==> src/rtl/irda_rz_bit_decoder.sv <==
// irda_rz_bit_decoder
//   Oversampled return-to-zero bit decoder for the IrDA fast receive path.
//   Each bit occupies OSR consecutive samples (one per clk while active).
//   A pulse of at least MIN_PULSE consecutive high samples inside a window
//   decodes as bit 0; a window without such a pulse decodes as bit 1.
//
// Parameters
//   OSR       samples per bit window (2..16)
//   CNT_W     width of the phase and run counters, must hold OSR
//   MIN_PULSE consecutive high samples that register a pulse (1..OSR)
//
// Ports
//   clk          sample clock
//   wb_rst_i     asynchronous active-high reset
//   fast_enable  fast-mode global enable
//   mir_mode     decoder selected
//   tx_select    transmitter owns the link (decoder idle when 1)
//   rx_i         synchronised receive line, active-high pulse
//   bit_o        decoded bit, updated at each window close, held otherwise
//   bit_valid_o  one-cycle strobe following each window close
//   err_o        window was high on every sample (qualified by bit_valid_o)
//
// Optional build macro
//   IRDA_RZ_RESYNC_EN  rising edges on rx_i re-align the window phase
//                      (early edge at the last phase starts a new window,
//                      late edge at phase 1 stretches the window by one).

module irda_rz_bit_decoder #(
  parameter int OSR       = 4,
  parameter int CNT_W     = 4,
  parameter int MIN_PULSE = 1
) (
  input  logic clk,
  input  logic wb_rst_i,
  input  logic fast_enable,
  input  logic mir_mode,
  input  logic tx_select,
  input  logic rx_i,
  output logic bit_o,
  output logic bit_valid_o,
  output logic err_o
);

  localparam logic [CNT_W-1:0] ZERO_C     = {CNT_W{1'b0}};
  localparam logic [CNT_W-1:0] ONE_C      = CNT_W'(1);
  localparam logic [CNT_W-1:0] LAST_PHASE = CNT_W'(OSR - 1);
  localparam logic [CNT_W-1:0] OSR_C      = CNT_W'(OSR);
  localparam logic [CNT_W-1:0] MIN_C      = CNT_W'(MIN_PULSE);

  logic [CNT_W-1:0] phase_r;
  logic [CNT_W-1:0] run_r;
  logic             pulse_seen_r;
  logic             all_high_r;

  logic             active_s;
  logic [CNT_W-1:0] run_next_s;
  logic             qual_s;
  logic             close_s;
  logic [CNT_W-1:0] phase_next_s;
  logic             pulse_next_s;
  logic             all_high_next_s;
  logic             close_bit_s;
  logic             close_err_s;

`ifdef IRDA_RZ_RESYNC_EN
  logic             rx_d_r;
  logic             edge_s;
`endif

  // Next-state computation for the run counter, pulse qualification and window phase.
  always_comb begin
    active_s = mir_mode & ~tx_select & fast_enable;

    // Saturating run of consecutive high samples; survives window boundaries.
    if (rx_i == 1'b1) begin
      if (run_r >= OSR_C) begin
        run_next_s = OSR_C;
      end else begin
        run_next_s = run_r + ONE_C;
      end
    end else begin
      run_next_s = ZERO_C;
    end

    // Qualify only on the transition into MIN_PULSE, so a run that is already
    // saturated at MIN_PULSE (MIN_PULSE == OSR) does not re-qualify.
    qual_s = rx_i & (run_next_s == MIN_C) & (run_r != MIN_C);

    close_s         = (phase_r == LAST_PHASE);
    phase_next_s    = phase_r + ONE_C;
    pulse_next_s    = pulse_seen_r | qual_s;
    all_high_next_s = all_high_r & rx_i;
    close_bit_s     = ~(pulse_seen_r | qual_s);
    close_err_s     = all_high_r & rx_i;

    if (close_s) begin
      phase_next_s    = ZERO_C;
      pulse_next_s    = 1'b0;
      all_high_next_s = 1'b1;
    end else begin
      phase_next_s = phase_r + ONE_C;
    end

`ifdef IRDA_RZ_RESYNC_EN
    edge_s = rx_i & ~rx_d_r;
    if (edge_s && close_s) begin
      // Early edge: close without this sample, which becomes phase 0 of the
      // next window. The previous sample was low, so err is necessarily 0.
      close_bit_s     = ~pulse_seen_r;
      close_err_s     = all_high_r & rx_d_r;
      phase_next_s    = ONE_C;
      pulse_next_s    = qual_s;
      all_high_next_s = 1'b1;
    end else if (edge_s && (phase_r == ONE_C)) begin
      // Late edge: repeat phase 1 once to stretch this window by a sample.
      phase_next_s = ONE_C;
    end else begin
      phase_next_s = phase_next_s;
    end
`endif
  end

  // Window state and registered outputs.
  always_ff @(posedge clk or posedge wb_rst_i) begin
    if (wb_rst_i) begin
      phase_r      <= ZERO_C;
      run_r        <= ZERO_C;
      pulse_seen_r <= 1'b0;
      all_high_r   <= 1'b1;
      bit_o        <= 1'b0;
      bit_valid_o  <= 1'b0;
      err_o        <= 1'b0;
    end else if (!active_s) begin
      phase_r      <= ZERO_C;
      run_r        <= ZERO_C;
      pulse_seen_r <= 1'b0;
      all_high_r   <= 1'b1;
      bit_valid_o  <= 1'b0;
    end else begin
      phase_r      <= phase_next_s;
      run_r        <= run_next_s;
      pulse_seen_r <= pulse_next_s;
      all_high_r   <= all_high_next_s;
      bit_valid_o  <= close_s;
      if (close_s) begin
        bit_o <= close_bit_s;
        err_o <= close_err_s;
      end else begin
        bit_o <= bit_o;
        err_o <= err_o;
      end
    end
  end

`ifdef IRDA_RZ_RESYNC_EN
  // Previous active sample, used to find rising edges for phase re-alignment.
  always_ff @(posedge clk or posedge wb_rst_i) begin
    if (wb_rst_i) begin
      rx_d_r <= 1'b0;
    end else if (!active_s) begin
      rx_d_r <= 1'b0;
    end else begin
      rx_d_r <= rx_i;
    end
  end
`endif

endmodule

==> config.mk <==
export PLATFORM = sky130hd
export DESIGN_NAME = irda_rz_bit_decoder
export DESIGN_NICKNAME = d
export VERILOG_FILES = /design/src/rtl/irda_rz_bit_decoder.sv
export SDC_FILE = /design/constraint.sdc
export NUM_CORES = 1
export LEC_CHECK = 0
export ABC_AREA = 1
export CAP_MARGIN = 10
export CORE_AREA = 2 2 39 41
export DETAILED_ROUTE_END_ITERATION = 8
export DIE_AREA = 0 0 41 43
export DONT_BUFFER_PORTS = 1
export GPL_TIMING_DRIVEN = 0
export PLACE_DENSITY = 0.54
export SYNTH_ARGS = -nofsm -noshare
export SYNTH_HDL_FRONTEND = slang
export SYNTH_SLANG_ARGS = --single-unit
==> constraint.sdc <==
create_clock -name clk -period 2.8 [get_ports clk]
set_input_delay 0.56 -clock clk [delete_from_list [all_inputs] [get_ports clk]]
set_output_delay 0.56 -clock clk [all_outputs]
set_load 0.02 [all_outputs]
-- Yosys cells after proc, flatten, opt, wreduce, memory -nomap -nowiden
Index checks and enable logic that the tools add are counted.
- register bits: 13
- word-level logic and storage cells: 32
- bits of input ports: 6
- add/subtract/negate cells: 2
- order comparisons: 1
- multiplexer cells: 10
- bitwise gates (word level): 8
- equality and inequality tests: 3
- reduce and logical (&&, ||, !) cells: 1
- operators with widths (cell ; count):
    2-to-1 mux 4 bit ; 5
    adder 4 x 1 -> 4 bit, second input constant ; 2
    bitwise AND 1 bit ; 5
    2-to-1 mux 1 bit ; 5
    == test 4 x 1 -> 1 bit, second input constant ; 1
    == test 4 x 2 -> 1 bit, second input constant ; 1
    >= comparator 4 x 3 -> 1 bit, second input constant ; 1
    != test 4 x 1 -> 1 bit, second input constant ; 1
    NOT 1 bit ; 2
    AND reduction 2 bit ; 1
    OR 1 bit ; 1

-- Logic depth before layout (Yosys ltp)
- depth in word-level cells: 9
- mapped depth: 7
- mapped depth without buffers: 7

-- Worst setup path after synthesis
OpenSTA, ideal clock, no wires.
- kind: in2reg
- start point: input port tx_select
- end point: register err_o
- data required time: 2.682 ns
- path slack: 1.691 ns
- stages on the path: 5
- arrival: 0.991 ns
- setup time: 0.118 ns
- cell sequence: nand3b_4 nor2_4 inv_2 nand2_1 o21ai_2
- cells in the longest elaborated chain, start to end: 4
- RTL lines (element ; line ; text):
    start, declared ; 37 ; input logic tx_select,
    NOT 1 bit ; 72 ; active_s = mir_mode & ~tx_select & fast_enable;
    bitwise AND 1 bit (2 in series) ; 72 ;
    AND reduction 2 bit (no source line) ; n/a ;
    end signal, assigned ; 147 ; err_o <= close_err_s;
    end signal, assigned ; 150 ; err_o <= err_o;
    end, declared ; 41 ; output logic err_o
Every way passes these cells.
A chain may end at the register's enable or synchronous reset.

-- Worst setup path after layout
- start point: register err_o
- end point: output port err_o
No word-level cell between the ends.

==> flow_summary.json <==
{
  "cts.clk_slew.worst_paths_ns": 0.08,
  "post_cts_hold_buffer_count": 0,
  "grt_usage": 0.1410,
  "die_w_microns": 41,
  "cts-buffers-inserted": 3,
  "power_density_nw_per_um2": 522.9,
  "drc_errors": 0,
  "dp_hpwl_microns": 645.6,
  "wl_per_cell_microns": 11.12,
  "reg2reg_depth": 6,
  "coreArea_sq_um": 1384,
  "place_ws_ns": 1.624,
  "reg2reg_slack_ns": 1.62,
  "rsz0062_at_grt": "no",
  "period_needed_ns": 1.303,
  "num_vias": 347,
  "max_cap_viol_count": 0,
  "synth_top_area_frac": 0.5263,
  "syn_inst": 56,
  "die_area_sq_um": 1763,
  "gp_congestion": 0.6279,
  "firstDrtPassIters": 2,
  "port_buffers": 0,
  "clock_latency_ns": 0.27,
  "arrival_ns": 0.74,
  "wl_microns": 845,
  "final_nets": 70,
  "clock_skew_ns": 0.004899,
  "synth_area_sq_um": 570.5,
  "cts_tree": "yes",
  "synth_top_area_cell": "dfrtp_1",
  "critical_path.max_fanout": 2,
  "area_delta_synth_final_pct": 8.114,
  "start_kind": "flop",
  "synth.top_cells.by_area": "dfrtp_1 (53%), ha_1 (6.6%), nor2_1 (5.9%)",
  "ys_seq_area_frac": 0.5724,
  "htree_num_levels": 1,
  "min_period_over_period": 0.4654,
  "crit_required_ns": 2.24,
  "ios": 9,
  "p_leak_nw": 0.3093,
  "antennaDiodeCount": 0,
  "ant_nets": 0,
  "synth.net_count": 65,
  "antenna_found_initial": 0,
  "cts_root_buf": "clkbuf_4",
  "start_util": 0.4123,
  "yosys_warnings": 0,
  "rr_endpoint": "bit_o",
  "setup_violations": 0,
  "viasPerCell": 4.566,
  "cts_buffer_depth": 2,
  "ys_ff_latch": 13,
  "fmaxAchievable_mhz": 767.3,
  "hold_violations": 0,
  "layout_setup_ws_ns": 1.497,
  "status": "finished, final reports clean",
  "grt-ovfl-total": 0,
  "hold_class": "in2async",
  "synth.distinct_cells": 20,
  "maxSlewViolCount": 0,
  "clkSinkCount": 13,
  "first_iter_violations": 4,
  "first_global_vias": 405,
  "timing.setup.tns_ns": 0,
  "die_h_microns": 43,
  "r2r-start": "run_r[0]",
  "grt_pass1_wl_microns": 1580,
  "grt_max_degree": 14,
  "cts-resized-gates": 0,
  "rows": 14,
  "peakVddDrop_mv": 0.2174,
  "crit_type": "reg2out",
  "drive_gt1_frac": 0.1667,
  "cts_setup_buffers": 0,
  "syn-mean-instance-area_sq_um": 10.19,
  "endpoint_kind": "primary output"
}
## through the flow
stage | power, mW | instance area, sq um | utilization | std cells | hold WS [ns]
final | 0.3225 | 616.8 | 0.4458 | 76 | 0.1802
after global routing | 0.3433 | 616.8 | 0.4458 | 76 | 0.2169
after CTS | 0.3272 | 616.8 | 0.4458 | 76 | 0.1969
after detailed placement | 0.2116 | 590.6 | 0.4268 | 72 | 0.4512
after global placement | 0.2117 | 590.6 | 0.4268 | 72 | 0.4483
after floorplan | 0.2083 | 570.5 | - | 56 | 0.4313
## Yosys cell counts
cell      instances
dfrtp_1          12
nor2_1            9
nand2_1           8
inv_1             6
ha_1              3
nand3_1           3
nor3_1            2
a21oi_1           1
conb_1            1
dfstp_2           1
inv_2             1
nand2_2           1
nand3b_4          1
nand4_1           1
nor2_2            1
nor2_4            1
nor4_1            1
o21ai_2           1
xnor2_1           1
xor2_1            1
## final cells by class
| type | count | area (sq um) |
|---|---|---|
| clock buffer | 4 | 26.28 |
| tap | 16 | 20.02 |
| fill | 138 | 767.0 |
| multi-input combinational | 36 | 217.7 |
| inverter | 7 | 26.28 |
| sequential | 13 | 326.6 |
## worst max path at each step
stage	end	depth (start not counted)	startpoint	slack, ns
after global routing	err_o	0	err_o	1.45
after global placement	bit_o	6	run_r[0]	1.63
after floorplan	err_o	5	tx_select	1.69
after detailed placement	bit_o	6	run_r[0]	1.62
final	err_o	0	err_o	1.50
after CTS	err_o	0	err_o	1.49
## cell families (layout without fill, tap and decap cells)
family | Yosys count | after routing | share of synthesized area
AO/OA/AOI/OAI | 2 | 2 | 0.02412
XOR/XNOR | 2 | 2 | 0.03071
flip-flops | 13 | 13 | 0.5724
other | 1 | 1 | 0.006573
AND/OR/NAND/NOR | 28 | 28 | 0.2544
buffers and inverters | 7 | 11 | 0.04604
adder cells (fa/ha/maj) | 3 | 3 | 0.06580
## layout by cell type (no fill, tap or decap)
cell type | synthesis | routed
nor2_1 | 9 | 9
o21ai_2 | 1 | 1
nand4_1 | 1 | 1
dfrtp_1 | 12 | 12
nor4_1 | 1 | 1
xnor2_1 | 1 | 1
inv_2 | 1 | 1
xor2_1 | 1 | 1
conb_1 | 1 | 1
inv_1 | 6 | 6
ha_1 | 3 | 3
nand2_2 | 1 | 1
dfstp_2 | 1 | 1
nor3_1 | 2 | 2
nor2_4 | 1 | 1
clkbuf_1 | 0 | 1
nand3_1 | 3 | 3
clkbuf_4 | 0 | 3
nor2_2 | 1 | 1
nand3b_4 | 1 | 1
a21oi_1 | 1 | 1
nand2_1 | 8 | 8
## sequential cells by signal, indices dropped and copies added (netlist names)
signal        cells
all_high_r        1
bit_o             1
bit_valid_o       1
err_o             1
phase_r           4
pulse_seen_r      1
run_r             4
## per-layer routing
layer | vias to the layer above | track usage | wire [microns]
li1 | 182 | - | -
met1 | 153 | 0.1667 | 394
met2 | 7 | 0.2031 | 382
met3 | 5 | 0.04712 | 44
met4 | 0 | 0.1000 | 25
met5 | - | 0 | 0
## where the power goes
| group | switching (mW) | total [mW] | internal, mW |
|---|---|---|---|
| Sequential | 0.00217 | 0.193 | 0.191 |
| Combinational | 0.00996 | 0.0144 | 0.00445 |
| Clock | 0.0599 | 0.115 | 0.0552 |
No activity file was read; power rests on OpenSTA's default activity.
